### config.mk
export PLATFORM = sky130hd
export DESIGN_NAME = prince_sbox_cms_reg
export DESIGN_NICKNAME = d
export VERILOG_FILES = /design/src/rtl/prince_cms_pkg.sv /design/src/rtl/cms_ring_refresh.sv /design/src/rtl/prince_sbox_cms_reg.sv
export SDC_FILE = /design/constraint.sdc
export NUM_CORES = 1
export LEC_CHECK = 0
export ABC_AREA = 1
export BUFFER_PORTS_ARGS = -buffer_cell sky130_fd_sc_hd__buf_2
export CAP_MARGIN = 0
export CORE_ASPECT_RATIO = 1.2
export CORE_UTILIZATION = 53
export DETAILED_ROUTE_END_ITERATION = 8
export GPL_ROUTABILITY_DRIVEN = 0
export GPL_TIMING_DRIVEN = 0
export PLACE_DENSITY = 0.94
export RECOVER_POWER = 50
export SETUP_SLACK_MARGIN = 0.05
export SYNTH_ARGS = -nofsm -noshare
export SYNTH_HDL_FRONTEND = slang
export SYNTH_SLANG_ARGS = --single-unit
export TNS_END_PERCENT = 100
### constraint.sdc
create_clock -name clk -period 3.3 [get_ports clk]
set_input_delay 0.495 -clock clk [delete_from_list [all_inputs] [get_ports clk]]
set_output_delay 0.495 -clock clk [all_outputs]
set_load 0.02 [all_outputs]
### src/rtl/prince_cms_pkg.sv
// ---------------------------------------------------------------------------
// prince_cms_pkg
// Shared constants and types for the PRINCE CMS S-box compression register.
// A CMS S-box evaluation produces NUM_OUT_SH nibble shares. They are folded
// down to NUM_IN_SH shares by XOR-ing contiguous groups of shares.
// ---------------------------------------------------------------------------
package prince_cms_pkg;

    localparam int NIBBLE_W   = 4;
    localparam int NUM_OUT_SH = 8;
    localparam int NUM_IN_SH  = 2;

    // Number of expanded shares that are folded into one output share
    localparam int SH_PER_OUT = NUM_OUT_SH / NUM_IN_SH;

    // Packed so that element k lines up with bits [4k+3:4k] of a flat word
    typedef logic [NUM_OUT_SH-1:0][NIBBLE_W-1:0] cms_shares_t;

    // XOR of shares lo..hi (inclusive); used to fold one group of shares
    function automatic logic [NIBBLE_W-1:0] xorShares(input cms_shares_t sh,
                                                      input int lo,
                                                      input int hi);
        logic [NIBBLE_W-1:0] acc;
        acc = '0;
        for (int k = 0; k < NUM_OUT_SH; k++) begin
            if (k >= lo && k <= hi) begin
                acc = acc ^ sh[k];
            end
        end
        return acc;
    endfunction

endpackage

### src/rtl/cms_ring_refresh.sv
// ---------------------------------------------------------------------------
// cms_ring_refresh
// Combinational ring refresh of the expanded shares. Every share k is masked
// with random nibbles k and (k+1) mod NUM_OUT_SH. Each random nibble is used
// exactly twice, so the XOR of all shares (the unmasked value) is unchanged.
//
// Ports
//   i_sh  : expanded shares before refresh
//   i_rnd : fresh randomness, one nibble per share
//   o_sh  : refreshed shares
// ---------------------------------------------------------------------------
module cms_ring_refresh
    import prince_cms_pkg::*;
(
    input  cms_shares_t                       i_sh,
    input  logic [NUM_OUT_SH*NIBBLE_W-1:0]    i_rnd,
    output cms_shares_t                       o_sh
);

    cms_shares_t w_rnd;

    assign w_rnd = i_rnd;

    // Ring mask: neighbouring shares share one random nibble, the last share
    // wraps around to share 0 so that the masks cancel in the total XOR.
    always_comb begin
        o_sh = i_sh;
        for (int k = 0; k < NUM_OUT_SH; k++) begin
            o_sh[k] = i_sh[k] ^ w_rnd[k] ^ w_rnd[(k + 1) % NUM_OUT_SH];
        end
    end

endmodule

### src/rtl/prince_sbox_cms_reg.sv
// ---------------------------------------------------------------------------
// prince_sbox_cms_reg
// Two-stage valid/ready register that compresses 8 CMS output shares of a
// PRINCE S-box into a 2-share nibble. Stage 1 stores the shares untouched
// (optionally ring-refreshed) so no cross-share XOR happens before a register.
// Stage 2 folds shares 0..3 into dout_sh0 and shares 4..7 into dout_sh1.
//
// Configuration macro: PRINCE_CMS_REFRESH_EN
//   defined   : stage-1 capture applies the ring refresh using rnd
//   undefined : rnd is ignored, shares are captured as they arrive
//
// Ports
//   clk, rst   : clock, asynchronous active-high reset
//   in_valid   : din_sh holds a complete expanded S-box result
//   in_ready   : block accepts din_sh this cycle
//   din_sh     : 8 shares x 4 bits, share k = bits [4k+3:4k]
//   rnd        : refresh randomness, sampled on accept
//   out_valid  : dout_sh0/dout_sh1 hold a valid nibble
//   out_ready  : downstream takes the output this cycle
//   dout_sh0/1 : compressed output shares
// ---------------------------------------------------------------------------
module prince_sbox_cms_reg
    import prince_cms_pkg::*;
(
    input  logic                             clk,
    input  logic                             rst,
    input  logic                             in_valid,
    output logic                             in_ready,
    input  logic [NUM_OUT_SH*NIBBLE_W-1:0]   din_sh,
    input  logic [NUM_OUT_SH*NIBBLE_W-1:0]   rnd,
    output logic                             out_valid,
    input  logic                             out_ready,
    output logic [NIBBLE_W-1:0]              dout_sh0,
    output logic [NIBBLE_W-1:0]              dout_sh1
);

    logic                r_s1Valid;
    cms_shares_t         r_s1Sh;
    logic                r_s2Valid;
    logic [NIBBLE_W-1:0] r_dout0;
    logic [NIBBLE_W-1:0] r_dout1;

    cms_shares_t         w_dinSh;
    cms_shares_t         w_capSh;
    logic                w_s2Free;
    logic                w_s1Adv;
    logic                w_accept;

    assign w_dinSh = din_sh;

`ifdef PRINCE_CMS_REFRESH_EN
    cms_ring_refresh u_refresh (
        .i_sh  (w_dinSh),
        .i_rnd (rnd),
        .o_sh  (w_capSh)
    );
`else
    // rnd stays on the port so both builds share one interface
    logic w_unused;
    assign w_unused = ^rnd;
    assign w_capSh  = w_dinSh;
`endif

    // Stage 2 can take new data when it is empty or is being drained this
    // cycle; stage 1 can then move forward, which frees it for a new accept.
    assign w_s2Free = ~r_s2Valid | out_ready;
    assign w_s1Adv  = r_s1Valid & w_s2Free;
    assign in_ready = ~r_s1Valid | w_s2Free;
    assign w_accept = in_valid & in_ready;

    // Stage 1: holds the raw (or refreshed) shares. It is refilled on the
    // same edge it hands its contents to stage 2, giving full throughput.
    always_ff @(posedge clk or posedge rst) begin
        if (rst) begin
            r_s1Valid <= 1'b0;
            r_s1Sh    <= '0;
        end else begin
            if (w_accept) begin
                r_s1Sh <= w_capSh;
            end
            r_s1Valid <= w_accept | (r_s1Valid & ~w_s1Adv);
        end
    end

    // Stage 2: folds each half of the shares into one output share. When the
    // downstream stalls, nothing here changes so the output stays stable.
    always_ff @(posedge clk or posedge rst) begin
        if (rst) begin
            r_s2Valid <= 1'b0;
            r_dout0   <= '0;
            r_dout1   <= '0;
        end else if (w_s2Free) begin
            r_s2Valid <= r_s1Valid;
            if (r_s1Valid) begin
                r_dout0 <= xorShares(r_s1Sh, 0, SH_PER_OUT - 1);
                r_dout1 <= xorShares(r_s1Sh, SH_PER_OUT, NUM_OUT_SH - 1);
            end
        end
    end

    assign out_valid = r_s2Valid;
    assign dout_sh0  = r_dout0;
    assign dout_sh1  = r_dout1;

endmodule

==> out/summary.txt, run 1 <==
status: finished with violations
failing checks: max-capacitance violations, max-slew violations
DP HPWL: 3170 um
Layout Skew: 0.00619 ns
clock period minus worst slack: 1.77 ns
most frequent cells in the layout: 108 x nand2_1, 48 x nor2_1, 46 x buf_2
DRC violation count after routing: 0
RSZ-0062 raised after global routing: no
CTS H-tree depth: 2
final clock period utilization by the worst path: 53.6%
largest area contributor in the netlist: dfrtp_1
Hold Vio Cnt, Final: 0
Setup TNS: 0 ns
endpoints failing setup: 0
flops & latches, synth: 42
IO Count: 78
dominant cells by area after synthesis: dfrtp_1 49%, nand2_1 19%, nor2_1 8.4%, inv_1 7.5%, a21oi_2 6.9%
WL final: 4290 um
post-synthesis sequential area ratio: 48.9%
fraction of layout cells with a size suffix above 1: 21.6%
Min Hold Slack: 0.425 ns
vias: 1899
synth unique cells: 12
core box area: 3910 sq um
crit start category: flip-flop
Worst EP required: 3.53 ns
Die Span X: 60.1 um
Clk pin slew, worst setup/hold paths: 0.08 ns
pin count of the biggest net entering global routing: 43
Die Span Y: 71.8 um
gr usage total: 23.4%
clock tree buffer depth: 2
drt wl/cell: 10.8 um
Place WS: 1.82 ns
Setup CP Type: reg -> reg
clock latency on the worst-skew pair: 0.30 ns
relative slew slack: -2.42%
Syn. warnings: 0
antenna violations before repair: 0
Max VDD drop: 0.293 mV
setup bufs post-CTS: 0
commonest non-fill, non-tap cell in the layout: nand2_1
clk sinks: 42
Cell Area, Synth: 2150 sq um
fill cell count: 342
Post-CTS Resized: 0
Initial Util: 55.0%
f_max: 565 MHz
Synth top area share: 48.9%
pwr dens: 588 nW/um^2
Pleak: 1.47 nW
1st-pass router iterations: 4
DR iter-0 viols: 79
Via density: 4.78
Post-Syn Area per Cell: 7.41 sq um
diodes inserted: 0
Synthesized Nets: 358
total grt overflow: 0
CP max FO: 10
CP endpoint kind: flip-flop
area delta synth->final: 16.6%
CTS Buf Count: 5
Final ANT Viol Nets: 0
nets: 410
vias in the first global route: 1823
row cnt: 25
root buf cell: clkbuf_8
Max-Cap Viols: 1
first-pass GRT wire length: 7400 um
die area: 4320 sq um
Min-Delay Path Class: in -> reg
Hold-fix buffers, CTS: 0
Setup WS post-layout: 1.53 ns
Worst-Margin Slew: 1.53 ns
IO Port Bufs: 45
CTS tree: yes
Synth Instances: 290
Final Max Slew Viols: 43
Worst EP arrival: 2.00 ns
-- cell usage after synthesis --
cell type  count
nand3_2        1
buf_2          1
nand2_1      107
nand3_1        8
nand2_2        2
a21oi_1       15
dfrtp_1       42
nor2_1        48
a21oi_2       17
buf_6          5
inv_1         43
buf_4          1
-- metal layers --
layer | GRT usage [%] | wire length [um]
met1 | 27.7 | 1800
met2 | 38.7 | 2200
met3 | 5.96 | 170
met4 | 11.4 | 113
met5 | 0 | 0
-- cell type report --
type	instances	area [sq um]	area share, %
repair buffers	45	225	8.98
flip-flops and latches	42	1050	41.9
inverters	43	161	6.44
plain buffers	7	50.0	2.00
multi-input cells	198	861	34.3
clock buffers	7	86.3	3.44
well taps	54	67.6	2.69
clock inverters	1	5.00	0.200
-- per-stage QoR --
stage	instance area (sq um)	power (mW)	util, %	std cells
5_1_grt	2510	1.59	64.1	397
6_report	2510	1.48	64.1	397
4_1_cts	2530	1.50	64.8	397
3_5_place_dp	2440	1.15	62.5	389
3_3_place_gp	2440	1.13	62.5	389
2_1_floorplan	2150	1.01	-	290
-- logic make-up (layout without fill, tap and decap cells) --
group                  Yosys count  in the layout  synth area share (%)
buffers and inverters           50            103                  10.7
DFF                             42             42                  48.9
and+or+nand+nor                166            166                  30.0
AOI/OAI and AO/OA               32             32                  10.4
-- worst paths after layout --
check / start / depth (start not counted) / end / slack [ns]
max: out_valid / 6 / r_s1Sh[3] / 1.53
min: din_sh[7] / 3 / r_s1Sh[7] / 0.43
max reg2reg: out_valid / 6 / r_s1Sh[3] / 1.53
min reg2reg: dout_sh1[2] / 2 / dout_sh1[2] / 0.47
max in group asynchronous: rst / 2 / r_s1Sh[9] / 1.76
min in group asynchronous: rst / 2 / r_s1Sh[22] / 0.65
-- sequential cells by signal, indices dropped and copies added (netlist names) --
register	flops
r_s1Sh	32
dout_sh0	4
dout_sh1	4
out_valid	1
r_s1Valid	1
-- where the power goes --
part	switching, mW	internal [mW]	total, mW
Clock	0.174	0.169	0.343
Sequential	0.0677	0.616	0.684
Combinational	0.287	0.161	0.448
-- critical path: stages, from the launching register on --
cell,delay (ns)
dfrtp_1,0.37
nand3_1,0.16
nand2_2,0.10
clkbuf_1,0.40
clkbuf_1,0.44
nor2_1,0.12
a21oi_2,0.12
(Power assumes the default switching activity.)
==> run 2: changes to the inputs <==
--- a/config.mk
+++ b/config.mk
@@ -9,11 +9,11 @@
 export BUFFER_PORTS_ARGS = -buffer_cell sky130_fd_sc_hd__buf_2
 export CAP_MARGIN = 0
 export CORE_ASPECT_RATIO = 1.2
-export CORE_UTILIZATION = 53
+export CORE_UTILIZATION = 49
 export DETAILED_ROUTE_END_ITERATION = 8
 export GPL_ROUTABILITY_DRIVEN = 0
 export GPL_TIMING_DRIVEN = 0
-export PLACE_DENSITY = 0.94
+export PLACE_DENSITY = 0.88
 export RECOVER_POWER = 50
 export SETUP_SLACK_MARGIN = 0.05
 export SYNTH_ARGS = -nofsm -noshare
==> constraint.sdc (replaced) <==
create_clock -name clk -period 1.69 [get_ports clk]
set_input_delay 0.2535 -clock clk [delete_from_list [all_inputs] [get_ports clk]]
set_output_delay 0.2535 -clock clk [all_outputs]
set_load 0.02 [all_outputs]
==> out/summary.txt, run 2 (same netlist as run 1, synthesis figures left out) <==
Die Span Y: 74.6 um
fraction of layout cells with a size suffix above 1: 22.2%
die area: 4660 sq um
pwr dens: 1140 nW/um^2
nets: 410
1st-pass router iterations: 4
Inst Count DP: 391
f_max: 739 MHz
worst r2r dst: dout_sh1[1]
Power, Total: 2.88 mW
cells on worst reg2reg path: 5
area delta synth->final: 17.8%
core box area: 4230 sq um
commonest non-fill, non-tap cell in the layout: nand2_1
gr usage total: 20.5%
most flop-heavy register: r_s1Sh
setup bufs post-CTS: 0
first-pass GRT wire length: 7410 um
Max VDD drop: 0.527 mV
status: completed
Place WS: 0.459 ns
Min Hold Slack: 0.119 ns
DP HPWL: 3130 um
WL final: 4200 um
DRC violation count after routing: 0
Post-CTS Resized: 0
Final Cell Area: 2530 sq um
CP max FO: 10
crit start category: flip-flop
max incr delay on CP: 0.41 ns
final clock period utilization by the worst path: 80.1%
CP endpoint kind: flip-flop
clk sinks: 42
Crit path top cell by count: nand2_1
Finished Layout Cells: 399
DR iter-0 viols: 116
total grt overflow: 0
reg-to-reg startpoint: out_valid
IO Port Bufs: 45
Final ANT Viol Nets: 0
Finished Core Util: 59.9%
Max-Cap Viols: 0
CTS Buf Count: 5
clock latency on the worst-skew pair: 0.30 ns
Die Span X: 62.5 um
Min-Delay Path Class: in -> async
diodes inserted: 0
Pleak: 1.47 nW
relative slew slack: 43.2%
Hold-fix buffers, CTS: 0
Initial Util: 50.8%
Via density: 4.67
most frequent cells in the layout: 108 x nand2_1, 48 x nor2_1, 42 x inv_1, 42 x buf_2, 42 x dfrtp_1
Hold Vio Cnt, Final: 0
root buf cell: clkbuf_8
row cnt: 26
Buf/Inv on CP: 1
RSZ-0062 raised after global routing: no
antenna violations before repair: 0
Clk pin slew, worst setup/hold paths: 0.08 ns
Worst-Margin Slew: 0.851 ns
vias: 1862
fill cell count: 408
vias in the first global route: 1810
CTS tree: yes
Worst EP required: 1.93 ns
crit-path leading delay family: simple AND/OR/NAND/NOR gates
Final Max Slew Viols: 0
Layout Skew: 0.00939 ns
clock period minus worst slack: 1.35 ns
worst-path cell chain: nand2_1, nand2_1, inv_1, nand3_1, nand2_1
setup slack, reg-to-reg: 0.34 ns
Setup CP Type: reg -> reg
Setup TNS: 0 ns
drt wl/cell: 10.5 um
IO Count: 78
pin count of the biggest net entering global routing: 43
CTS H-tree depth: 2
Worst EP arrival: 1.59 ns
max reg flops: 32
clock tree buffer depth: 2
critical path's slowest cell: dfrtp_1
Setup WS post-layout: 0.336 ns
Cell Area, Placed: 2440 sq um
endpoints failing setup: 0
==> run 2: worst max path at each step <==
| stage | from | endpoint | slack, ns | cells past startpoint |
|---|---|---|---|---|
| 2_1_floorplan | out_valid | r_s1Sh[17] | 0.43 | 5 |
| 3_3_place_gp | rst | r_s1Sh[7] | -0.05 | 2 |
| 3_5_place_dp | out_ready | dout_sh1[1] | 0.46 | 7 |
| 4_1_cts | out_valid | in_ready | 0.43 | 2 |
| 5_1_grt | out_valid | dout_sh0[0] | 0.24 | 5 |
| 6_report | out_valid | dout_sh1[1] | 0.34 | 5 |
==> run 2: routing by layer <==
| layer | vias up | GRT usage (%) | routed length (um) | part of all wire [%] |
|---|---|---|---|---|
| li1 | 976 | - | - | - |
| met1 | 840 | 23.0 | 1800 | 43 |
| met2 | 41 | 38.3 | 2180 | 52 |
| met3 | 5 | 4.60 | 170 | 4.0 |
| met4 | 0 | 7.75 | 52 | 1.2 |
| met5 | - | 0 | 0 | 0 |
==> run 2: final cells by class <==
class,count,area [sq um],share of cell area [%]
repair buffers,45,220,8.70
flip-flops and latches,42,1050,41.5
inverters,43,161,6.37
well taps,56,70.1,2.77
clock inverters,2,12.5,0.494
clock buffers,6,82.6,3.26
plain buffers,7,68.8,2.72
multi-input cells,198,866,34.2
==> run 2: report_power, final <==
part	internal (mW)	switching, mW	leakage [nW]
sequential	1.20	0.138	0.473
clock	0.328	0.348	0.0472
combinational	0.314	0.552	0.953
total	1.85	1.04	1.47
==> run 2: worst register-to-register path, delay by kind of cell, from the launching register on <==
kind / cells / cell delay, ns
buf+inv: 1 / 0.36
simple gates: 4 / 0.53
flops: 1 / 0.41
==> run 3: changes to the inputs <==
==> constraint.sdc (replaced) <==
create_clock -name clk -period 1.3 [get_ports clk]
set_input_delay 0.195 -clock clk [delete_from_list [all_inputs] [get_ports clk]]
set_output_delay 0.195 -clock clk [all_outputs]
set_load 0.02 [all_outputs]
==> out/summary.txt, run 3 (same netlist as run 1, synthesis figures left out) <==
Min Hold Slack: 0.0665 ns
Hold Vio Cnt, Final: 0
Clk pin slew, worst setup/hold paths: 0.08 ns
Final Cell Area: 2640 sq um
clock period minus worst slack: 1.25 ns
Final Max Slew Viols: 0
Setup WS post-layout: 0.0490 ns
die area: 4660 sq um
area delta synth->final: 23.0%
Worst-Margin Slew: 0.857 ns
CP endpoint kind: flip-flop
relative slew slack: 42.8%
critical path's slowest cell: dfrtp_1
Power, Total: 4.01 mW
gr usage total: 21.4%
WL final: 4400 um
clock latency on the worst-skew pair: 0.30 ns
diodes inserted: 0
core box area: 4230 sq um
DR iter-0 viols: 82
Worst EP arrival: 1.44 ns
total grt overflow: 0
Cell Area, Placed: 2450 sq um
max incr delay on CP: 0.41 ns
Max VDD drop: 0.730 mV
Max-Cap Viols: 0
Via density: 4.81
crit start category: flip-flop
Layout Skew: 0.0124 ns
Worst EP required: 1.49 ns
most frequent cells in the layout: 107 x nand2_1, 43 x buf_2, 42 x dfrtp_1
CTS H-tree depth: 2
pwr dens: 1520 nW/um^2
Min-Delay Path Class: in -> async
worst-path cell chain: buf_6, nand3_4, nand2_2, buf_6, buf_6, nor2_1, a21oi_2
nets: 414
row cnt: 26
pin count of the biggest net entering global routing: 43
grt met2 use: 40.0%
CTS tree: yes
RSZ-0062 raised after global routing: yes
Hold-fix buffers, CTS: 0
GRT busiest layer: met2
clk sinks: 42
status: completed
fraction of layout cells with a size suffix above 1: 27.2%
Die Span Y: 74.6 um
DRC violation count after routing: 0
vias: 1934
max reg flops: 32
Place WS: 0.0358 ns
DP HPWL: 3160 um
CP max FO: 10
Die Span X: 62.5 um
IO Port Bufs: 45
antenna violations before repair: 0
Crit path top cell by count: buf_6
f_max: 799 MHz
first-pass GRT wire length: 7560 um
Final ANT Viol Nets: 0
grt met1 use: 23.5%
clock tree buffer depth: 2
most flop-heavy register: r_s1Sh
IO Count: 78
drt wl/cell: 10.9 um
1st-pass router iterations: 4
commonest non-fill, non-tap cell in the layout: nand2_1
final clock period utilization by the worst path: 96.2%
vias in the first global route: 1829
endpoints failing setup: 0
root buf cell: clkbuf_8
CTS Buf Count: 5
Initial Util: 50.8%
met3 GRT Util: 4.75%
Pleak: 1.51 nW
Setup CP Type: reg -> reg
## run 3: changes by cell type in the layout (fill, tap and decap cells not counted), moves of 2 or more
cell,delta
nor2_1,-11
nor2_2,+10
buf_4,+3
buf_6,+2
clkbuf_1,-2
## run 3: area by class of cell
class / count / area [sq um]
inverter: 43 / 165
fill: 376 / 1590
buffer: 7 / 68.8
clock inverter: 1 / 30.0
clock buffer: 6 / 82.6
tap: 56 / 70.1
multi-input combinational: 198 / 913
sequential: 42 / 1050
timing repair buffer: 49 / 263
## run 3: stage by stage
step	cells	setup TNS, ns	util [%]
after global placement	391	-16.44	58.0
after global routing	402	-0.0853	62.5
after CTS	398	0	60.9
after floorplan	290	0	-
final	402	0	62.5
after detailed placement	391	0	58.0
## run 3: repair_timing
item                       in CTS  in global routing
buffers inserted                0                  4
gates resized for setup         2                 15
setup endpoints to repair       8                 10
pin swaps                       0                  1
## run 3: metal layers
metal	routed length, um	share of wire (%)
met5	0	0
met4	65	1.5
met1	1870	43
met3	164	3.7
met2	2300	52
## run 3: path summary, 6_finish.rpt
| path | from | to | slack, ns | cells after the start |
|---|---|---|---|---|
| worst max-delay path | out_valid | r_s1Sh[29] | 0.05 | 7 |
| max in group asynchronous | rst | r_s1Sh[18] | 0.68 | 2 |
| worst min-delay path | rst | r_s1Sh[30] | 0.07 | 2 |
| worst min register to register | dout_sh1[1] | dout_sh1[1] | 0.48 | 2 |
| worst max register to register | out_valid | r_s1Sh[29] | 0.05 | 7 |
| min in group clk | din_sh[20] | r_s1Sh[20] | 0.13 | 3 |
## run 3: power by group
part	internal [mW]	leakage [nW]	switching (mW)	total (mW)
registers	1.56	0.473	0.177	1.74
logic	0.460	0.979	0.753	1.21
clock network	0.615	0.0573	0.440	1.05
total	2.64	1.51	1.37	4.01
## run 3: critical path: cells and delay by family, from the launching register on
| family | cells | cell delay (ns) |
|---|---|---|
| simple gates | 3 | 0.28 |
| compound gates | 1 | 0.04 |
| flops | 1 | 0.41 |
| buf+inv | 3 | 0.42 |
